--- src/rtl/pulse_to_level_converter.sv ---
// Turns single-cycle event pulses into fixed-length level windows separated by a minimum gap.
// Optional PTL_RETRIGGER_EN: events during a window extend it instead of being queued.
module pulse_to_level_converter #(
   parameter int HOLD_CYCLES = 4,
   parameter int GAP_CYCLES  = 2,
   parameter int PEND_DEPTH  = 3,
   parameter int PEND_W      = $clog2(PEND_DEPTH + 1)
) (
   input  logic              clk,
   input  logic              reset_n,
   input  logic              pulse_in,
   input  logic              ovf_clr,
   output logic              level_out,
   output logic              busy,
   output logic [PEND_W-1:0] pending_cnt,
   output logic              overflow
);

   typedef enum logic [1:0] {IDLE, HOLD, GAP} state_t;

   localparam int CNT_MAX = (HOLD_CYCLES > GAP_CYCLES) ? HOLD_CYCLES : GAP_CYCLES;
   localparam int CNT_W   = (CNT_MAX > 1) ? $clog2(CNT_MAX) : 1;

   localparam logic [CNT_W-1:0]  HOLD_LOAD = CNT_W'(HOLD_CYCLES - 1);
   localparam logic [CNT_W-1:0]  GAP_LOAD  = CNT_W'(GAP_CYCLES - 1);
   localparam logic [PEND_W-1:0] PEND_FULL = PEND_W'(PEND_DEPTH);

   state_t              state, state_nxt;
   logic [CNT_W-1:0]    cnt, cnt_nxt;
   logic [PEND_W-1:0]   pend_nxt;
   logic                drop;

   always_comb begin
      // NOTE: every signal gets a default before the case so no path leaves it unassigned (no latch).
      state_nxt = state;
      cnt_nxt   = cnt;
      pend_nxt  = pending_cnt;
      drop      = 1'b0;
      case (state)
         IDLE: begin
            if (pulse_in) begin
               state_nxt = HOLD;
               cnt_nxt   = HOLD_LOAD;
            end
         end
         HOLD: begin
            if (cnt == '0) begin
               state_nxt = GAP;
               cnt_nxt   = GAP_LOAD;
            end else begin
               cnt_nxt = cnt - 1'b1;
            end
            if (pulse_in) begin
`ifdef PTL_RETRIGGER_EN
               state_nxt = HOLD;
               cnt_nxt   = HOLD_LOAD;
`else
               // An event on the last hold cycle is queued, never merged into this window.
               if (pending_cnt < PEND_FULL) pend_nxt = pending_cnt + 1'b1;
               else                         drop     = 1'b1;
`endif
            end
         end
         GAP: begin
            if (cnt == '0) begin
               if (pulse_in || (pending_cnt != '0)) begin
                  state_nxt = HOLD;
                  cnt_nxt   = HOLD_LOAD;
                  // With an event present, dequeue and enqueue cancel out.
                  if (!pulse_in) pend_nxt = pending_cnt - 1'b1;
               end else begin
                  state_nxt = IDLE;
               end
            end else begin
               cnt_nxt = cnt - 1'b1;
               if (pulse_in) begin
                  if (pending_cnt < PEND_FULL) pend_nxt = pending_cnt + 1'b1;
                  else                         drop     = 1'b1;
               end
            end
         end
         default: begin
            state_nxt = IDLE;
            cnt_nxt   = '0;
            pend_nxt  = '0;
         end
      endcase
   end

   // NOTE: state registers use non-blocking assignments so every flop samples pre-edge values.
   always_ff @(posedge clk or negedge reset_n) begin
      if (!reset_n) begin
         state       <= IDLE;
         cnt         <= '0;
         pending_cnt <= '0;
         overflow    <= 1'b0;
         level_out   <= 1'b0;
         busy        <= 1'b0;
      end else begin
         state       <= state_nxt;
         cnt         <= cnt_nxt;
         pending_cnt <= pend_nxt;
         overflow    <= drop | (overflow & ~ovf_clr);
         level_out   <= (state_nxt == HOLD);
         busy        <= (state_nxt != IDLE);
      end
   end

endmodule
--- config.mk ---
export PLATFORM = sky130hd
export DESIGN_NAME = pulse_to_level_converter
export DESIGN_NICKNAME = d
export VERILOG_FILES = /design/src/rtl/pulse_to_level_converter.sv
export SDC_FILE = /design/constraint.sdc
export NUM_CORES = 1
export LEC_CHECK = 0
export ABC_CLOCK_PERIOD_IN_PS = 1600
export CORE_UTILIZATION = 28
export DETAILED_ROUTE_END_ITERATION = 8
export GPL_TIMING_DRIVEN = 0
export HOLD_SLACK_MARGIN = 0.08
export SKIP_CTS_REPAIR_TIMING = 1
export SYNTH_ARGS = -nofsm -noshare
export SYNTH_HDL_FRONTEND = slang
export SYNTH_SLANG_ARGS = --single-unit
--- constraint.sdc ---
create_clock -name clk -period 1.6 [get_ports clk]
set_input_delay 0.24 -clock clk [delete_from_list [all_inputs] [get_ports clk]]
set_output_delay 0.24 -clock clk [all_outputs]
set_load 0.02 [all_outputs]
Word level (Yosys, flattened, before mapping)
Cells that the tools add are included.
- flip-flop bits (word level): 9
- bits of input ports: 4
- output and inout bits: 5
- logic and storage cells: 47
- $add $sub $neg: 3
- $lt $le $gt $ge: 1
- equality and inequality tests: 6
- multiplexer cells: 20
- bitwise operators: 4
- reductions and logical operators: 7
- operators by type and width (operator ; count):
    2-to-1 mux 2 bit ; 12
    one-hot mux 2 bit (3 select lines) ; 3
    inequality test 3 bit, second input constant ; 2
    == test 2 x 1 -> 1 bit, second input constant ; 2
    zero test 2 bit ; 2
    2-to-1 mux 1 bit ; 4
    nonzero test 2 bit ; 2
    subtractor 2 x 1 -> 2 bit, second input constant ; 2
    AND reduction 3 bit ; 1
    adder 2 x 1 -> 2 bit, second input constant ; 1
    == test 2 bit, second input constant ; 1
    less-than comparator 2 bit, second input constant ; 1
    inequality test 2 bit, second input constant ; 1
    NOT 1 bit ; 2
    one-hot mux 1 bit (2 select lines) ; 1
    AND reduction 2 bit ; 1
    bitwise AND 1 bit ; 1
    logical OR 1 bit ; 1
    bitwise OR 1 bit ; 1

Longest topological paths before layout
Gate-level depths: netlist (run 1).
- depth after elaboration: 6
- mapped depth: 7

Worst setup path after synthesis (run 1)
OpenSTA, ideal clock, no wires.
- kind: register -> register
- start: register pending_cnt[0]
- end: register cnt[0]
- data arrival time: 1.288 ns
- path slack: 0.194 ns
- cell stages (with the launch flop): 7
- path buffers: 0
- path through: dfrtp_1 > inv_1 > ha_1 > nand3_2 > a21oi_2 > a211oi_1 > a21o_1
- word-level cells in the longest chain between the ends: 4
- RTL lines (what ; RTL line ; RTL):
    start, declared ; 15 ; output logic [PEND_W-1:0] pending_cnt,
    start signal, assigned ; 102 ; pending_cnt <= pend_nxt;
    nonzero test 2 bit ; 66 ; if (pulse_in || (pending_cnt != '0)) begin
    logical OR 1 bit ; 66 ;
    inequality test 3 bit (no line) ; - ;
    AND reduction 2 bit (no line) ; - ;
    end signal, assigned ; 101 ; cnt <= cnt_nxt;
    end, declared ; 29 ; logic [CNT_W-1:0] cnt, cnt_nxt;
Every way passes these cells.
A chain may end at the register's enable or synchronous reset.

Worst setup path in the final report (run 1)
- start: register pending_cnt[1]
- end: output port pending_cnt[1]
No word-level cell between the ends.

==> results of run 1 <==
[path summary, 6_finish.rpt]
check                                           to  cells after the start                  startpoint  slack [ns]
max in group asynchronous       state[0]$_DFF_PN0_                      1                     reset_n        0.99
worst min register to register  cnt[0]$_DFFE_PN0P_                      1          cnt[0]$_DFFE_PN0P_        0.52
worst max register to register      busy$_DFF_PN0_                      6          state[0]$_DFF_PN0_        0.10
worst min-delay path            state[1]$_DFF_PN0_                      1                     reset_n        0.29
worst max-delay path                pending_cnt[1]                      1  pending_cnt[1]$_DFFE_PN0P_        0.09
min in group clk                cnt[0]$_DFFE_PN0P_                      1          cnt[0]$_DFFE_PN0P_        0.52
[report_power, final]
group / total, uW / internal (uW) / switching (uW)
Combinational: 918 / 404 / 514
Sequential: 399 / 321 / 78.7
Clock: 175 / 96.0 / 78.7
Total: 1490 / 820 / 672
[layer usage]
layer	track usage	share of wire	vias up
met5	0	0	-
met4	0.0405	0.0044	0
met3	0.0263	0.023	2
met2	0.190	0.46	5
met1	0.155	0.51	263
li1	-	-	278
[cell usage in the layout, fill, tap and decap left out, drive strengths merged, types with 3 or more instances in the layout]
cell type,count
a21oi,6
nand3,3
clkdlybuf4s50,7
ha,11
clkbuf,4
nor2,3
o21ai,4
nand2,8
inv,10
dfrtp,9
[cells by family (layout without fill, tap and decap cells)]
family	count (synthesis)	count (layout)
AND/OR/NAND/NOR	18	18
buffers and inverters	12	24
AO/OA/AOI/OAI	23	23
multiplexers	1	1
adder cells (fa/ha/maj)	11	11
flip-flops	9	9
[area by class of cell]
class	count	area, sq um
fill	256	1410
multi-input combinational	53	417
sequential	9	226
timing repair buffer	8	82.6
inverter	10	37.5
tap	28	35.0
clock buffer	4	26.3
buffer	2	18.8
[per-stage QoR]
| step | setup slack (ns) | power [uW] | instances |
|---|---|---|---|
| 4_1_cts | -0.00900 | 1490 | 114 |
| 3_3_place_gp | 0.126 | 1270 | 110 |
| 2_1_floorplan | 0.194 | 1050 | 74 |
| 5_1_grt | 0.00499 | 1620 | 114 |
| 3_5_place_dp | 0.0713 | 1290 | 110 |
| 6_report | 0.0943 | 1490 | 114 |
[registers in the layout (all words and copies together), names as in the netlist]
name and flops:
overflow 1, state 2, level_out 1, busy 1, cnt 2, pending_cnt 2
==> summary.md, run 1 <==
| Metric | Value |
|---|---|
| Total nets after synthesis | `89` |
| Worst Tran Pin Value | `0.429 ns` |
| Hold Crit Class | `primary input to async pin` |
| Startpoint Class | `register` |
| Core Footprint | `2250 sq um` |
| Port Buffers | `8` |
| Vias in the first global route | `547` |
| DRT iter0 DRCs | `11` |
| Vias | `548` |
| Most frequent cells after synthesis | `ha_1, dfrtp_1, inv_1` |
| Antenna viol nets, final | `0` |
| Yosys top cell by area | `dfrtp_1` |
| Die H | `51.6 um` |
| Post-Route WL | `1.37 mm` |
| Setup CP Type | `register to primary output` |
| DPL Wire Length | `1.04 mm` |
| Crit Path Max Fanout | `4` |
| Root Buffer | `clkbuf_4` |
| VDD IR-drop max | `792 uV` |
| Number of antenna violations at the first check in global routing | `0` |
| Total GRT Usage | `0.118` |
| Final Cell Area | `843 sq um` |
| Relative slew slack | `0.713` |
| Layout cell share with drive strength beyond 1 | `0.163` |
| Most common cell in the netlist | `ha_1` |
| Clk slew on worst S/H paths | `0.06 ns` |
| Initial Utilization | `0.305` |
| Max Fclk | `0.664 GHz` |
| Hold Violations, Final | `0` |
| Largest family of logic cells by synthesized area | `compound AO/OA/AOI/OAI gates` |
| Mapped cell area | `688 sq um` |
| First-pass GRT wire length | `2.35 mm` |
| Post-synth EDFFs | `0` |
| DIE AREA | `2660 sq um` |
| TritonCTS Sinks | `9` |
| H-tree depth | `1` |
| Hold_ws | `0.287 ns` |
| Die W | `51.6 um` |
| CP top delay family | `buffers and inverters` |
| Multiplexer share of the synthesized area | `0.0145` |
| Number of remaining DRC errors | `0` |
| Slowest stage cell, crit path | `clkdlybuf4s50_1` |
| Adder-Cell Fraction of Synth Area | `0.200` |
| Syn avg cell area | `9.30 sq um` |
| Pin count of the biggest net entering global routing | `11` |
| I/O pins | `9` |
| Top cells by area, synth | `dfrtp_1, ha_1, inv_1, nand2_1, a21oi_1` |
| Register area share after synthesis | `0.327` |
| Post-synth cell types | `30` |
| Critical path cell sequence | `clkdlybuf4s50_1` |
| Worst Setup End Kind | `primary output` |
| CTS tree | `done` |
| ANT cells | `0` |
| Synthesis Warnings | `0` |
| Compound-Gate Fraction of Synth Area | `0.242` |
| # setup viols final | `0` |
| Synth Area in Simple Gates | `0.135` |
| Power density over the cells | `1770 nW/um^2` |
| GPL Wtd Cong | `0.747` |
| Drt first pass iters | `4` |
| Number of max-cap violations | `0` |
| Max Buffers Root-to-Sink | `2` |
| Ys flop type | `dfrtp_1` |
| Site row count | `17` |
| Slowest Stage Delay on Critical Path | `0.62 ns` |
| Final core occ | `0.374` |
| Worst Path Buf+Inv | `1` |
| Clk_skew | `0.00458 ns` |
| Area growth from synthesis to layout | `22.5%` |
| Period minus WS final | `1.51 ns` |
| Unrepaired setup endpoints after global routing | `false` |
| LEAKAGE | `0.000393 uW` |
| Clock latency on the worst-skew pair | `0.26 ns` |
| Fin. max-slew vios | `0` |
| #FFs+latches synth | `9` |
| WL/cell | `12.0 um` |
| Worst EP required | `1.36 ns` |
| Cell Area, Placed | `803 sq um` |
| Synth Instances | `74` |
| # nets final | `102` |
| Status | `finished, final reports clean` |
| Setup TNS | `0 ns` |
| Ys async rst share | `1.00` |
| Total CTS buffers | `3` |
| Critical path arrival | `1.27 ns` |
| Xor and xnor area share after synthesis | `0` |
| Remaining Overflow, GRT | `0` |
| Tcrit/Tclk final | `0.941` |
| Via density | `4.81` |
| Yosys top cell area share | `0.327` |
(Power assumes the default switching activity.)
==> inputs of run 2 (changes only) <==
DONT_BUFFER_PORTS = 1   (was unset)
GPL_ROUTABILITY_DRIVEN = 0   (was unset)
==> summary.md, run 2 (synthesis gave the netlist of run 1 again) <==
| Metric | Value |
|---|---|
| Switching power summed over all nets | `648 uW` |
| Commonest non-fill, non-tap cells in the layout | `inv_1, ha_1, nand2_1` |
| H-tree depth | `1` |
| Antenna viol nets, final | `0` |
| # nets final | `96` |
| TritonCTS Sinks | `9` |
| Reg2reg end | `busy$_DFF_PN0_` |
| Pin count of the biggest net entering global routing | `11` |
| Setup CP Type | `register to register` |
| Max Fclk | `0.671 GHz` |
| # setup viols final | `0` |
| Vias in the first global route | `482` |
| Die W | `51.6 um` |
| Remaining Overflow, GRT | `0` |
| Cell count of the worst reg-to-reg path | `6` |
| Largest registers | `cnt x2, pending_cnt x2, state x2` |
| Root Buffer | `clkbuf_4` |
| Layout cell share with drive strength beyond 1 | `0.213` |
| WL/cell | `12.8 um` |
| Worst Hold Endpoint | `overflow$_DFF_PN0_` |
| ANT cells | `0` |
| CP top delay family | `flip-flops` |
| Die H | `51.6 um` |
| Vias | `536` |
| Register cell area after layout | `229 sq um` |
| Initial Utilization | `0.305` |
| Hold Violations, Final | `0` |
| Core Footprint | `2250 sq um` |
| Unrepaired setup endpoints after global routing | `false` |
| Critical path arrival | `1.64 ns` |
| First-pass GRT wire length | `2.30 mm` |
| Max Buffers Root-to-Sink | `2` |
| Crit Path Max Fanout | `7` |
| Clock latency on the worst-skew pair | `0.26 ns` |
| Period minus WS final | `1.49 ns` |
| Power density over the cells | `1800 nW/um^2` |
| Clk slew on worst S/H paths | `0.06 ns` |
| Number of max-cap violations | `0` |
| Status | `finished, final reports clean` |
| Number of remaining DRC errors | `0` |
| DPL Wire Length | `996 um` |
| Multi-input gate area | `412 sq um` |
| Worst Path Buf+Inv | `1` |
| Worst EP required | `1.75 ns` |
| Site row count | `17` |
| Critical path cell sequence | `inv_1, ha_2, nand2_1, o221ai_1, o21ai_1, o21ba_1` |
| Logic pwr share | `0.548` |
| Origin of the critical flop-to-flop path | `pending_cnt[0]$_DFFE_PN0P_` |
| I/O pins | `9` |
| Internal | `756 uW` |
| Worst R2R Setup Slack | `0.11 ns` |
| LEAKAGE | `0.000349 uW` |
| Total CTS buffers | `3` |
| Cell Area, Placed | `723 sq um` |
| Worst Tran Pin Value | `0.444 ns` |
| Hold depth | `3` |
| Via density | `4.96` |
| Sequential power share | `0.327` |
| Tcrit/Tclk final | `0.932` |
| HP Start | `pulse_in` |
| Slowest stage cell, crit path | `dfrtp_2` |
| Clk pwr share | `0.124` |
| Total GRT Usage | `0.118` |
| DRT iter0 DRCs | `6` |
| Switching share of power | `0.462` |
| Port Buffers | `0` |
| Relative slew slack | `0.703` |
| Setup TNS | `0 ns` |
| Slowest Stage Delay on Critical Path | `0.49 ns` |
| Clk_skew | `0.00333 ns` |
| CTS tree | `done` |
| Worst Setup End Kind | `register` |
| Fillers | `238` |
| Number of antenna violations at the first check in global routing | `0` |
| Startpoint Class | `register` |
| Post-Route WL | `1.38 mm` |
| DIE AREA | `2660 sq um` |
| CP Depth | `6` |
| Final Cell Area | `778 sq um` |
| VDD IR-drop max | `989 uV` |
| Area growth from synthesis to layout | `13.1%` |
| Fin. max-slew vios | `0` |
| Hold Crit Class | `primary input to register` |
| Drt first pass iters | `3` |
run 2: changes by cell type in the layout (fill, tap and decap cells not counted), sizes merged:
cell and change:
clkdlybuf4s50 -7, dlygate4sd3 +2, dlymetal6s2s -1
run 2: final cells by class:
cell class                      count  share of cell area
Buffer                              2              0.0241
Timing Repair Buffer                2              0.0257
Inverter                           10              0.0482
Sequential cell                     9               0.294
Tap cell                           28              0.0450
Clock buffer                        4              0.0338
Multi-Input combinational cell     53               0.529
run 2: worst max path at each step:
stage                          end  slack [ns]                       start
2_1_floorplan   cnt[0]$_DFFE_PN0P_        0.19  pending_cnt[0]$_DFFE_PN0P_
3_3_place_gp    cnt[0]$_DFFE_PN0P_        0.05  pending_cnt[0]$_DFFE_PN0P_
3_5_place_dp        busy$_DFF_PN0_        0.04  pending_cnt[0]$_DFFE_PN0P_
4_1_cts        level_out$_DFF_PN0_        0.02  pending_cnt[0]$_DFFE_PN0P_
5_1_grt             busy$_DFF_PN0_        0.01  pending_cnt[0]$_DFFE_PN0P_
6_report            busy$_DFF_PN0_        0.11  pending_cnt[0]$_DFFE_PN0P_
run 2: per-layer routing:
metal	vias to the layer above	global-route usage	wire, um
met2	8	0.169	604
met3	4	0.0263	60
met4	0	0.0405	19
met1	257	0.171	691
li1	267	-	-
met5	-	0	0
run 2: worst min-delay path: stages:
cell	delay [ns]
buf_6	0.12
nand3_1	0.07
o22ai_1	0.06
run 2: power groups by stage:
stage	Combinational (uW)	Sequential [uW]	Clock, uW
2_1_floorplan	617	434	0
3_3_place_gp	730	455	0
3_5_place_dp	749	456	0
4_1_cts	754	453	183
5_1_grt	887	478	201
6_report	770	460	175
run 2: through the flow:
stage	setup WS [ns]	power (uW)	hold slack, ns	instances	utilization
after global placement	0.0470	1180	-0.0553	102	0.321
after detailed placement	0.0362	1200	-0.0553	102	0.321
after floorplan	0.194	1050	-0.0556	74	-
after global routing	0.00963	1570	0.284	108	0.345
final	0.109	1400	0.281	108	0.345
after CTS	0.0195	1390	-0.336	106	0.332
==> inputs of run 3 (changes only) <==
CORE_UTILIZATION = 35   (was 28)
PLACE_DENSITY = 0.59   (was unset)
==> summary.md, run 3 (synthesis gave the netlist of run 1 again) <==
| Metric | Value |
|---|---|
| Status | `finished, final reports clean` |
| Site row count | `15` |
| Worst Setup End Kind | `register` |
| Post-Route WL | `1.21 mm` |
| Worst Tran Pin Value | `0.403 ns` |
| VDD IR-drop max | `652 uV` |
| Hold Crit Class | `primary input to register` |
| Cell Area, Placed | `719 sq um` |
| # setup viols final | `0` |
| Max Buffers Root-to-Sink | `2` |
| Largest registers | `cnt x2, pending_cnt x2, state x2` |
| Area growth from synthesis to layout | `13.3%` |
| Port Buffers | `0` |
| Reg2reg end | `cnt[0]$_DFFE_PN0P_` |
| Fillers | `185` |
| Setup TNS | `0 ns` |
| Final worst setup slack | `0.115 ns` |
| Via density | `5.28` |
| Vias | `554` |
| Clock latency on the worst-skew pair | `0.26 ns` |
| CTS tree | `done` |
| Clk slew on worst S/H paths | `0.06 ns` |
| DIE AREA | `2150 sq um` |
| Crit Path Max Fanout | `9` |
| ANT cells | `0` |
| Inst Count DP | `99` |
| Vias in the first global route | `495` |
| Die H | `46.3 um` |
| Origin of the critical flop-to-flop path | `state[0]$_DFF_PN0_` |
| Clk_skew | `0.000557 ns` |
| Initial Utilization | `0.386` |
| Tcrit/Tclk final | `0.928` |
| Relative slew slack | `0.730` |
| Hold Violations, Final | `0` |
| WL/cell | `11.5 um` |
| Register cell area after layout | `229 sq um` |
| # nets final | `96` |
| TritonCTS Sinks | `9` |
| Worst R2R Setup Slack | `0.11 ns` |
| Total GRT Usage | `0.140` |
| DRT iter0 DRCs | `10` |
| Antenna viol nets, final | `0` |
| Cell count of the worst reg-to-reg path | `7` |
| Multi-input gate area | `417 sq um` |
| LEAKAGE | `0.000351 uW` |
| Crit path from | `state[0]$_DFF_PN0_` |
| Final Cell Area | `779 sq um` |
| Setup CP Type | `register to register` |
| First-pass GRT wire length | `2.06 mm` |
| Remaining Overflow, GRT | `0` |
| Period minus WS final | `1.49 ns` |
| Power density over the cells | `1780 nW/um^2` |
| Die W | `46.3 um` |
| Core Footprint | `1780 sq um` |
| Total CTS buffers | `3` |
| Drt first pass iters | `4` |
| Number of max-cap violations | `0` |
| Startpoint Class | `register` |
| Root Buffer | `clkbuf_4` |
| Fin. max-slew vios | `0` |
| Worst EP required | `1.75 ns` |
| I/O pins | `9` |
| DPL Wire Length | `925 um` |
| Layout cell share with drive strength beyond 1 | `0.200` |
| Setup slack at placement | `0.0397 ns` |
| Pin count of the biggest net entering global routing | `11` |
| Most common cell after layout, fill and taps aside | `ha_1` |
| Critical path arrival | `1.64 ns` |
| Design Power | `1390 uW` |
| CP endpoint | `cnt[0]$_DFFE_PN0P_` |
| Fin cells | `105` |
| Commonest non-fill, non-tap cells in the layout | `ha_1, inv_1, nand2_1` |
| Number of antenna violations at the first check in global routing | `0` |
| H-tree depth | `1` |
| Number of remaining DRC errors | `0` |
| Max Fclk | `0.673 GHz` |
[run 3: cell counts in the layout (fill, tap and decap cells not counted)]
Identical to the previous run, type by type.
[run 3: area by class of cell]
type,instances,share of cell area
Tap cell,25,0.0401
Buffer,2,0.0241
Timing Repair Buffer,2,0.0257
Multi-Input combinational cell,53,0.535
Clock buffer,4,0.0337
Sequential cell,9,0.294
Inverter,10,0.0482
[run 3: how the worst min path moves through the flow]
stage / start / end / cells after the start
after floorplan: reset_n / busy$_DFF_PN0_ / 0
final: pulse_in / overflow$_DFF_PN0_ / 3
after detailed placement: reset_n / pending_cnt[1]$_DFFE_PN0P_ / 0
after CTS: reset_n / state[0]$_DFF_PN0_ / 0
after global placement: reset_n / pending_cnt[0]$_DFFE_PN0P_ / 0
after global routing: pulse_in / overflow$_DFF_PN0_ / 3
[run 3: power breakdown]
group | total, uW | internal [uW] | leakage (uW) | switching [uW]
Sequential | 458 | 324 | 0.000110 | 134
Clock | 172 | 95.9 | 0.0000150 | 76.4
Combinational | 757 | 334 | 0.000226 | 423
Total | 1390 | 754 | 0.000351 | 633
[run 3: routing by layer]
layer  part of all wire  GRT usage  up-vias
li1                   -          -      271
met4                  0     0.0353        0
met1               0.46      0.163      267
met5                  0          0        -
met3              0.060     0.0863        0
met2               0.48      0.214       16
[run 3: critical path: stages (launching register included)]
cell and delay, ns:
dfrtp_2 0.44, inv_1 0.10, ha_1 0.15, buf_4 0.17, nand3_2 0.11, a21oi_4 0.17, a211oi_1 0.07, a21o_1 0.16
[run 3: stage by stage]
stage / utilization / hold slack, ns
floorplan: - / -0.0556
global placement: 0.404 / -0.0554
detailed placement: 0.404 / -0.0554
CTS: 0.418 / -0.335
global route: 0.437 / 0.277
finish: 0.437 / 0.290
